File: config.mk
export PLATFORM = sky130hd
export DESIGN_NAME = approx_adder_pipe
export DESIGN_NICKNAME = d
export VERILOG_FILES = /design/src/rtl/approx_adder_pipe.sv
export SDC_FILE = /design/constraint.sdc
export NUM_CORES = 1
export LEC_CHECK = 0
export BUFFER_PORTS_ARGS = -buffer_cell sky130_fd_sc_hd__buf_4
export CAP_MARGIN = 20
export CORE_MARGIN = 1
export CORE_UTILIZATION = 51
export CTS_CLUSTER_SIZE = 25
export DETAILED_ROUTE_END_ITERATION = 8
export HOLD_SLACK_MARGIN = 0.06
export PLACE_DENSITY = 0.77
export SLEW_MARGIN = 30
export SYNTH_ARGS = -nofsm -noshare
export SYNTH_HDL_FRONTEND = slang
export SYNTH_SLANG_ARGS = --single-unit
File: constraint.sdc
create_clock -name clock -period 3.65 [get_ports clock]
set_input_delay 0.1825 -clock clock [delete_from_list [all_inputs] [get_ports clock]]
set_output_delay 0.1825 -clock clock [all_outputs]
set_load 0.02 [all_outputs]
File: src/rtl/approx_adder_pipe.sv
// approx_adder_pipe: segmented pipelined adder with per-op accurate/approximate mode, exact reference and saturating stats
module approx_adder_pipe #(
    parameter int WIDTH       = 16,
    parameter int STAGES      = 2,
    parameter int APPROX_BITS = 4,
    parameter int CNT_W       = 16
) (
    input  logic             clock,
    input  logic             reset,
    input  logic             in_valid,
    output logic             in_ready,
    input  logic [WIDTH-1:0] X,
    input  logic [WIDTH-1:0] Y,
    input  logic             Cin,
    input  logic             mode,
    output logic             out_valid,
    input  logic             out_ready,
    output logic [WIDTH:0]   Sum,
    output logic [WIDTH:0]   Exact,
    output logic             err,
    input  logic             stat_clear,
    output logic [CNT_W-1:0] op_count,
    output logic [CNT_W-1:0] err_count
);
    localparam int SEG = WIDTH / STAGES;
    logic stall;
    logic deliver;
    logic [CNT_W-1:0] op_q, op_d, errc_q, errc_d;
    assign stall    = out_valid && !out_ready;
    assign in_ready = !stall;
    assign deliver  = out_valid && out_ready;
    for (genvar k = 0; k < STAGES; k++) begin : g_stage
        localparam int LO = k * SEG;
        localparam int HI = (k + 1) * SEG;
        logic [WIDTH-1:LO] xi, yi;
        logic              mi, ci, vi;
        logic [WIDTH:0]    ei;
        logic [HI-1:0]     base, sum_d, sum_q;
        logic              c_d, c_q, v_q;
        logic [WIDTH:0]    e_q;
        if (k == 0) begin : g_in
            assign xi   = X;
            assign yi   = Y;
            assign mi   = mode;
            assign ci   = Cin;
            assign vi   = in_valid;
            assign ei   = {1'b0, X} + {1'b0, Y} + (WIDTH + 1)'(Cin);
            assign base = '0;
        end else begin : g_in
            assign xi   = g_stage[k-1].g_fwd.x_q;
            assign yi   = g_stage[k-1].g_fwd.y_q;
            assign mi   = g_stage[k-1].g_fwd.m_q;
            assign ci   = g_stage[k-1].c_q;
            assign vi   = g_stage[k-1].v_q;
            assign ei   = g_stage[k-1].e_q;
            assign base = {{SEG{1'b0}}, g_stage[k-1].sum_q};
        end
        // Ripple this stage's segment; approximated low bits copy Y and pass X as carry
        always_comb begin
            sum_d = base;
            c_d   = ci;
            for (int i = LO; i < HI; i++) begin
                sum_d[i] = (mi && i < APPROX_BITS) ? yi[i] : xi[i] ^ yi[i] ^ c_d;
                c_d      = (mi && i < APPROX_BITS) ? xi[i] : (xi[i] & yi[i]) | ((xi[i] ^ yi[i]) & c_d);
            end
        end
        // Stage register: advances whenever the output is not back-pressured
        always_ff @(posedge clock or posedge reset) begin
            if (reset) begin
                v_q   <= 1'b0;
                sum_q <= '0;
                c_q   <= 1'b0;
                e_q   <= '0;
            end else if (!stall) begin
                v_q   <= vi;
                sum_q <= sum_d;
                c_q   <= c_d;
                e_q   <= ei;
            end
        end
        if (k < STAGES - 1) begin : g_fwd
            logic [WIDTH-1:HI] x_q, y_q;
            logic              m_q;
            // Carry forward only the operand bits later segments still need
            always_ff @(posedge clock or posedge reset) begin
                if (reset) begin
                    x_q <= '0;
                    y_q <= '0;
                    m_q <= 1'b0;
                end else if (!stall) begin
                    x_q <= xi[WIDTH-1:HI];
                    y_q <= yi[WIDTH-1:HI];
                    m_q <= mi;
                end
            end
        end
    end
    assign out_valid = g_stage[STAGES-1].v_q;
    assign Sum       = {g_stage[STAGES-1].c_q, g_stage[STAGES-1].sum_q};
    assign Exact     = g_stage[STAGES-1].e_q;
    assign err       = Sum != Exact;
    assign op_count  = op_q;
    assign err_count = errc_q;
    // Saturating statistics; clear wins over a simultaneous delivery
    always_comb begin
        op_d   = stat_clear ? '0 : (deliver && op_q != '1) ? op_q + CNT_W'(1) : op_q;
        errc_d = stat_clear ? '0 : (deliver && err && errc_q != '1) ? errc_q + CNT_W'(1) : errc_q;
    end
    // Statistics registers
    always_ff @(posedge clock or posedge reset) begin
        if (reset) begin
            op_q   <= '0;
            errc_q <= '0;
        end else begin
            op_q   <= op_d;
            errc_q <= errc_d;
        end
    end
endmodule

# Word-level counts from Yosys, hierarchy flattened

Index checks and enable logic that the tools add are counted.

Flip-flop bits (word level): 110
Input bits: 39
Output and inout port bits: 69
Word-level logic and storage cells: 120

Add/subtract/negate cells: 4
Equal/unequal tests: 3
Multiplexer cells: 12
Bitwise gates (word level): 80
Reductions and logical operators: 9

Operators by type and width:

| kind                                          | number |
|---|---|
| 2-to-1 mux 16 bit                             | 4 |
| adder 16 x 1 -> 16 bit, second input constant | 2 |
| bitwise AND 1 bit                             | 32 |
| != test 16 bit, second input constant         | 2 |
| bitwise XOR 1 bit                             | 32 |
| adder 16 x 16 -> 17 bit                       | 1 |
| adder 17 x 1 -> 17 bit                        | 1 |
| != test 17 bit                                | 1 |
| bitwise OR 1 bit                              | 16 |
| 2-to-1 mux 1 bit                              | 8 |
| logical AND 1 bit                             | 5 |
| nonzero test 2 bit                            | 2 |
| zero test 1 bit                               | 2 |

# Logic depth before layout (Yosys ltp)

Depth after elaboration: 21
Gate-level depth with buffers: 15
Mapped depth without buffers: 15

# Worst setup path before layout

Ideal clock, no wire load.

Kind: in2reg
Start: input port mode
End: register g_stage[0].sum_q[7]
Setup time: 78 ps
Arrival: 4178 ps
Data required time: 3572 ps
Setup slack: -606 ps
Stages on the path: 14
Path buffers: 1
Cell sequence: clkbuf_1 > o21ai_0 > fa_1 > mux2_2 > fa_1 > mux2_2 > fa_1 > mux2_2 > fa_1 > fa_1 > fa_1 > inv_1 > fa_1 > a21oi_1

Word-level cells in the longest chain between the ends: 17

Ends and longest elaborated chain:

| element                | line | source |
|---|---|---|
| start: declaration     | 15   | `input logic mode,` |
| 2-to-1 mux 1 bit       | 64   | `c_d = (mi && i < APPROX_BITS) ? xi[i] : (xi[i] & yi[i]) \| ((xi[i] ^ yi[i]) & c_d);` |
| bitwise AND 1 bit      | 64   |  |
| bitwise OR 1 bit       | 64   |  |
| 2-to-1 mux 1 bit       | 64   |  |
| bitwise AND 1 bit      | 64   |  |
| bitwise OR 1 bit       | 64   |  |
| 2-to-1 mux 1 bit       | 64   |  |
| bitwise AND 1 bit      | 64   |  |
| bitwise OR 1 bit       | 64   |  |
| 2-to-1 mux 1 bit (*)   | 64   |  |
| bitwise AND 1 bit (*)  | 64   |  |
| bitwise OR 1 bit (*)   | 64   |  |
| bitwise AND 1 bit (*)  | 64   |  |
| bitwise OR 1 bit (*)   | 64   |  |
| bitwise AND 1 bit (*)  | 64   |  |
| bitwise OR 1 bit (*)   | 64   |  |
| bitwise XOR 1 bit (*)  | 63   | `sum_d[i] = (mi && i < APPROX_BITS) ? yi[i] : xi[i] ^ yi[i] ^ c_d;` |
| end signal: assignment | 76   | `sum_q <= sum_d;` |
| end: declaration       | 38   | `logic [HI-1:0] base, sum_d, sum_q;` |

Mark *: on every way between the ends. The rest lies on a longest branch, timed or not.
A chain may end at the register's enable or synchronous reset.

# Worst setup path in the final report

Start: input port Y[0]
End: register g_stage[0].sum_q[7]

Word-level cells in the longest chain between the ends: 20
Elaborated cells between the ends (all ways): 21
Those cells by class: mux: 4; bitwise: 17

Ends and longest elaborated chain:

| element               | line | source |
|---|---|---|
| start: declaration    | 13   | `input logic [WIDTH-1:0] Y,` |
| bitwise XOR 1 bit     | 64   |  |
| bitwise AND 1 bit     | 64   |  |
| bitwise OR 1 bit (*)  | 64   |  |
| 2-to-1 mux 1 bit (*)  | 64   |  |
| bitwise AND 1 bit (*) | 64   |  |
| bitwise OR 1 bit (*)  | 64   |  |
| 2-to-1 mux 1 bit (*)  | 64   |  |
| bitwise AND 1 bit (*) | 64   |  |
| [4 not listed]        | --   |  |
| 2-to-1 mux 1 bit (*)  | 64   |  |
| bitwise AND 1 bit (*) | 64   |  |
| bitwise OR 1 bit (*)  | 64   |  |
| bitwise AND 1 bit (*) | 64   |  |
| bitwise OR 1 bit (*)  | 64   |  |
| bitwise AND 1 bit (*) | 64   |  |
| bitwise OR 1 bit (*)  | 64   |  |
| bitwise XOR 1 bit (*) | 63   |  |

Marks and branches as above.

==> qor.csv <==
stage,metric,value,unit
setup_path,critPathLaunch,Y[0],
finish,finalNetCount,837,
synth,syn_nets,728,
sta,tns,-0.1130,ns
pwr,p_clk_share,25.4,%
sta,hold_viol,0,
setup_path,path_class,input pin to register,
setup_path,cpMostUsedCell,fa_2,
pwr,switching_share,34.95,%
synth,synth.cell_area,6016,um2
synth,ys_seq_area_share,45.76,%
pwr,power.leakage,3.548,nW
sta,slew_headroom,47.85,%
sta,report.final.setup_viol,1,
routing,dr.pass1.iters,6,
global_routing,grt_start_max_net_pins,89,
pwr,power.internal,0.002376,W
global_routing,antenna_found_initial,0,
routing,ant_nets,0,
finish,drive_above_1_share,22.50,%
clock_network,cts_buffers,9,
setup_path,crit_path_end_kind,register,
routing,drt-initial-drc-count,375,
finish,area_growth,23.42,%
floorplanning,dieHeight,110.6,um
status,status,"finished, violations left",
pwr,fin_total_pwr,0.003652,W
clock_network,root_buffer,clkbuf_16,
routing,vias,4918,
global_routing,track_usage,22.90,%
global_routing,grt_pass1_wl,22910,um
floorplanning,core_area,11470,um2
synth,synth_edf_count,0,
clock_network,tritoncts,yes,
hold_path,hold_path.class,input pin to register,
setup_path,r2r_cells,12,
sta,grt_setup_unrepaired,yes,
floorplanning,num_io_pins,108,
floorplanning,row_count,39,
setup_path,cp_max_fo,2,
setup_path,worst_ep_required_time,3.93,ns
routing,wl_per_cell,14.85,um
floorplanning,start_util,52.46,%
place,placed_cells,887,
pwr,p_seq_share,44.7,%
synth,avgSynthCellArea,9.184,um2
place,globalplace.congestion,0.9133,
routing,routed_wl,13550,um
sta,fin_skew,0.009390,ns
clock_network,insertion_delay,0.34,ns
pwr,combinationalPowerShare,29.9,%
pwr,power.density,491.9,nW/um2
synth,ys.flop_type,dfrtp_1,
synth,ys.warnings.count,0,
sta,finalCritPeriodShare,103.1,%
place,dp_hpwl,10130,um
status,failed_checks,setup timing,
finish,final-instance-count-excl-fill,912,
routing,drc,0,
setup_path,crit_chain,buf_6 -> inv_4 -> fa_2 -> o21ai_2 -> fa_2 -> mux2_4 -> fa_2 -> mux2_4 -> fa_2 -> mux2_4 -> fa_2 -> fa_2 -> fa_2 -> inv_2 -> fa_2 -> a21oi_2,
setup_path,rr_startpoint,g_stage[0].c_q,
global_routing,overflow,0,
synth,synth-seq-cells,110,
pwr,netSwitchingPower,0.001276,W
setup_path,critPathMaxStageDelay,0.42,ns
global_routing,grt_pass1_vias,4713,
sta,setup_ws,-0.1130,ns
synth,postSynthCellCount,655,
sta,fmax,265.7,MHz
sta,slew_violations,0,
synth,synthArstFlopShare,100.0,%
floorplanning,die_x,110.6,um
sta,fin_crit,3.763,ns
setup_path,reg2reg_setup_slack,0.10,ns
setup_path,critical_path_arrival,4.04,ns
routing,routed_via_density,5.393,
setup_path,slowest_stage,fa_2,
clock_network,clock-sinks,110,
finish,antennaDiodeCount,0,
sta,whs,0.07165,ns
setup_path,setup.worst_path.end,g_stage[0].sum_q[7],
place,port_buffers,107,
setup_path,crit-reg2reg-capture,g_stage[1].sum_q[15],
sta,worst_pin_slew,0.7769,ns
floorplanning,die_area,12230,um2
run,cap_viol_max_count,0,
clock_network,cts.path.max_buffers,2,
pwr,peakVddDrop,0.0002690,V
setup_path,startpoint_type,input pin,
synth,synthDistinctLibCells,54,
clock_network,cts-htree-levels,3,
clock_network,clk_pin_slew,0.08,ns
## final cells by class
cell class              count  area, um2
well taps                 143      178.9
flip-flops and latches    110       2753
clock inverters             6      53.80
clock buffers              10      229.0
repair buffers            126      977.2
inverters                  25      118.9
fillers                   938       4043
multi-input cells         492       3114
## cells in the final DEF (no fill, tap or decap), drive strengths merged, types with 4 or more instances in the layout
cell,instances
nand2,175
buf,118
dfrtp,110
nor2,50
a21oi,36
inv,28
xnor2,21
xor2,21
o21ai,18
ha,17
nand3,17
fa,17
nor3,13
mux2,13
nand4,12
nor2b,11
clkbuf,10
dlygate4sd3,8
nor4,8
o31ai,6
or3,5
mux2i,5
or4,4
o211ai,4
nand2b,4
a21o,4
o21a,4
## cell usage after synthesis, drive strengths merged, types with 2 or more instances
library cell	instances	area, um2
mux2i	5	50.05
a21oi	36	180.2
o22ai	2	12.51
clkbuf	17	63.81
and4	2	17.52
nand4	12	90.09
mux2	13	146.4
xnor2	21	183.9
inv	25	93.84
fa	17	340.3
dfrtp	110	2753
xor2	21	183.9
buf	11	47.55
nor4	8	65.06
o21a	4	30.03
or4	4	30.03
o211ai	4	30.03
nor3	13	65.06
nand2b	4	25.02
nand3	17	90.09
o21ai	18	90.09
nor2b	11	68.82
a21o	4	30.03
and2	3	18.77
o2111ai	2	17.52
nor2	50	195.2
o31ai	6	45.04
or3	5	31.28
ha	17	212.7
and3	3	18.77
nand2	175	656.9
## through the flow
| step | setup WS, ns | util [%] | area (um2) |
|---|---|---|---|
| 3_3_place_gp | -0.5597 | 61.28 | 7027 |
| 3_5_place_dp | -0.6295 | 61.30 | 7029 |
| 5_1_grt | -0.1901 | 64.75 | 7425 |
| 6_report | -0.1130 | 64.75 | 7425 |
| 2_1_floorplan | -0.3498 | - | 6081 |
| 4_1_cts | -0.1168 | 64.72 | 7422 |
## per-layer routing
layer,track usage [%],wire (um),part of all wire (%),vias to the layer above
met3,2.580,535,3.9,14
li1,-,-,-,2407
met5,0,0,0,-
met2,37.97,6764,50,136
met4,6.489,156,1.2,0
met1,31.95,6091,45,2361
## kinds of logic (layout without fill, tap and decap cells)
family / count (synthesis) / count (layout) / share of synthesized area (%)
and+or+nand+nor: 310 / 310 / 23.23
DFF: 110 / 110 / 45.76
AOI/OAI and AO/OA: 88 / 88 / 9.027
buffers and inverters: 53 / 167 / 3.411
xor gates and xnor gates: 42 / 42 / 6.115
adders and majority gates: 34 / 34 / 9.193
muxes: 18 / 18 / 3.265
## registers in the layout (all words and copies together), names as in the netlist, 2 cells and up
signal             cells
g_stage.g_fwd.y_q      8
g_stage.sum_q         24
g_stage.e_q           17
op_count              16
g_stage.g_fwd.x_q      8
g_stage.c_q            2
Exact                 17
err_count             16
## repair_timing
item	in CTS	in global routing
buffers inserted	1	0
endpoints found under the hold margin	94	0
hold buffers	8	0
endpoints found under the setup margin	3	2
pin swaps	5	0
resized for setup	7	1
## power by group through the flow
stage	registers [W]	clock network [W]	logic, W
6_report	0.00163	0.000928	0.00109
5_1_grt	0.00166	0.000998	0.00121
4_1_cts	0.00164	0.000950	0.00110
3_5_place_dp	0.00166	0	0.00109
3_3_place_gp	0.00165	0	0.00106
2_1_floorplan	0.00176	0	0.000541
## how the worst min path moves through the flow
stage | slack (ns) | to | cells past startpoint | from
after detailed placement | 0.39 | op_count[3] | 2 | reset
after global routing | 0.07 | g_stage[0].g_fwd.x_q[14] | 3 | X[14]
after floorplan | 0.29 | g_stage[0].v_q | 2 | in_valid
final | 0.07 | g_stage[0].g_fwd.x_q[15] | 3 | X[15]
after CTS | 0.06 | g_stage[0].g_fwd.x_q[15] | 3 | X[15]
after global placement | 0.39 | g_stage[0].v_q | 3 | in_valid
## worst max-delay path, delay by kind of cell
family / cells / cell delay [ns]
multiplexers: 3 / 0.84
adder cells (fa/ha/maj): 8 / 2.63
AO/OA/AOI/OAI: 2 / 0.18
buffers and inverters: 3 / 0.21
Note: power is estimated with default switching activity, not from simulation.
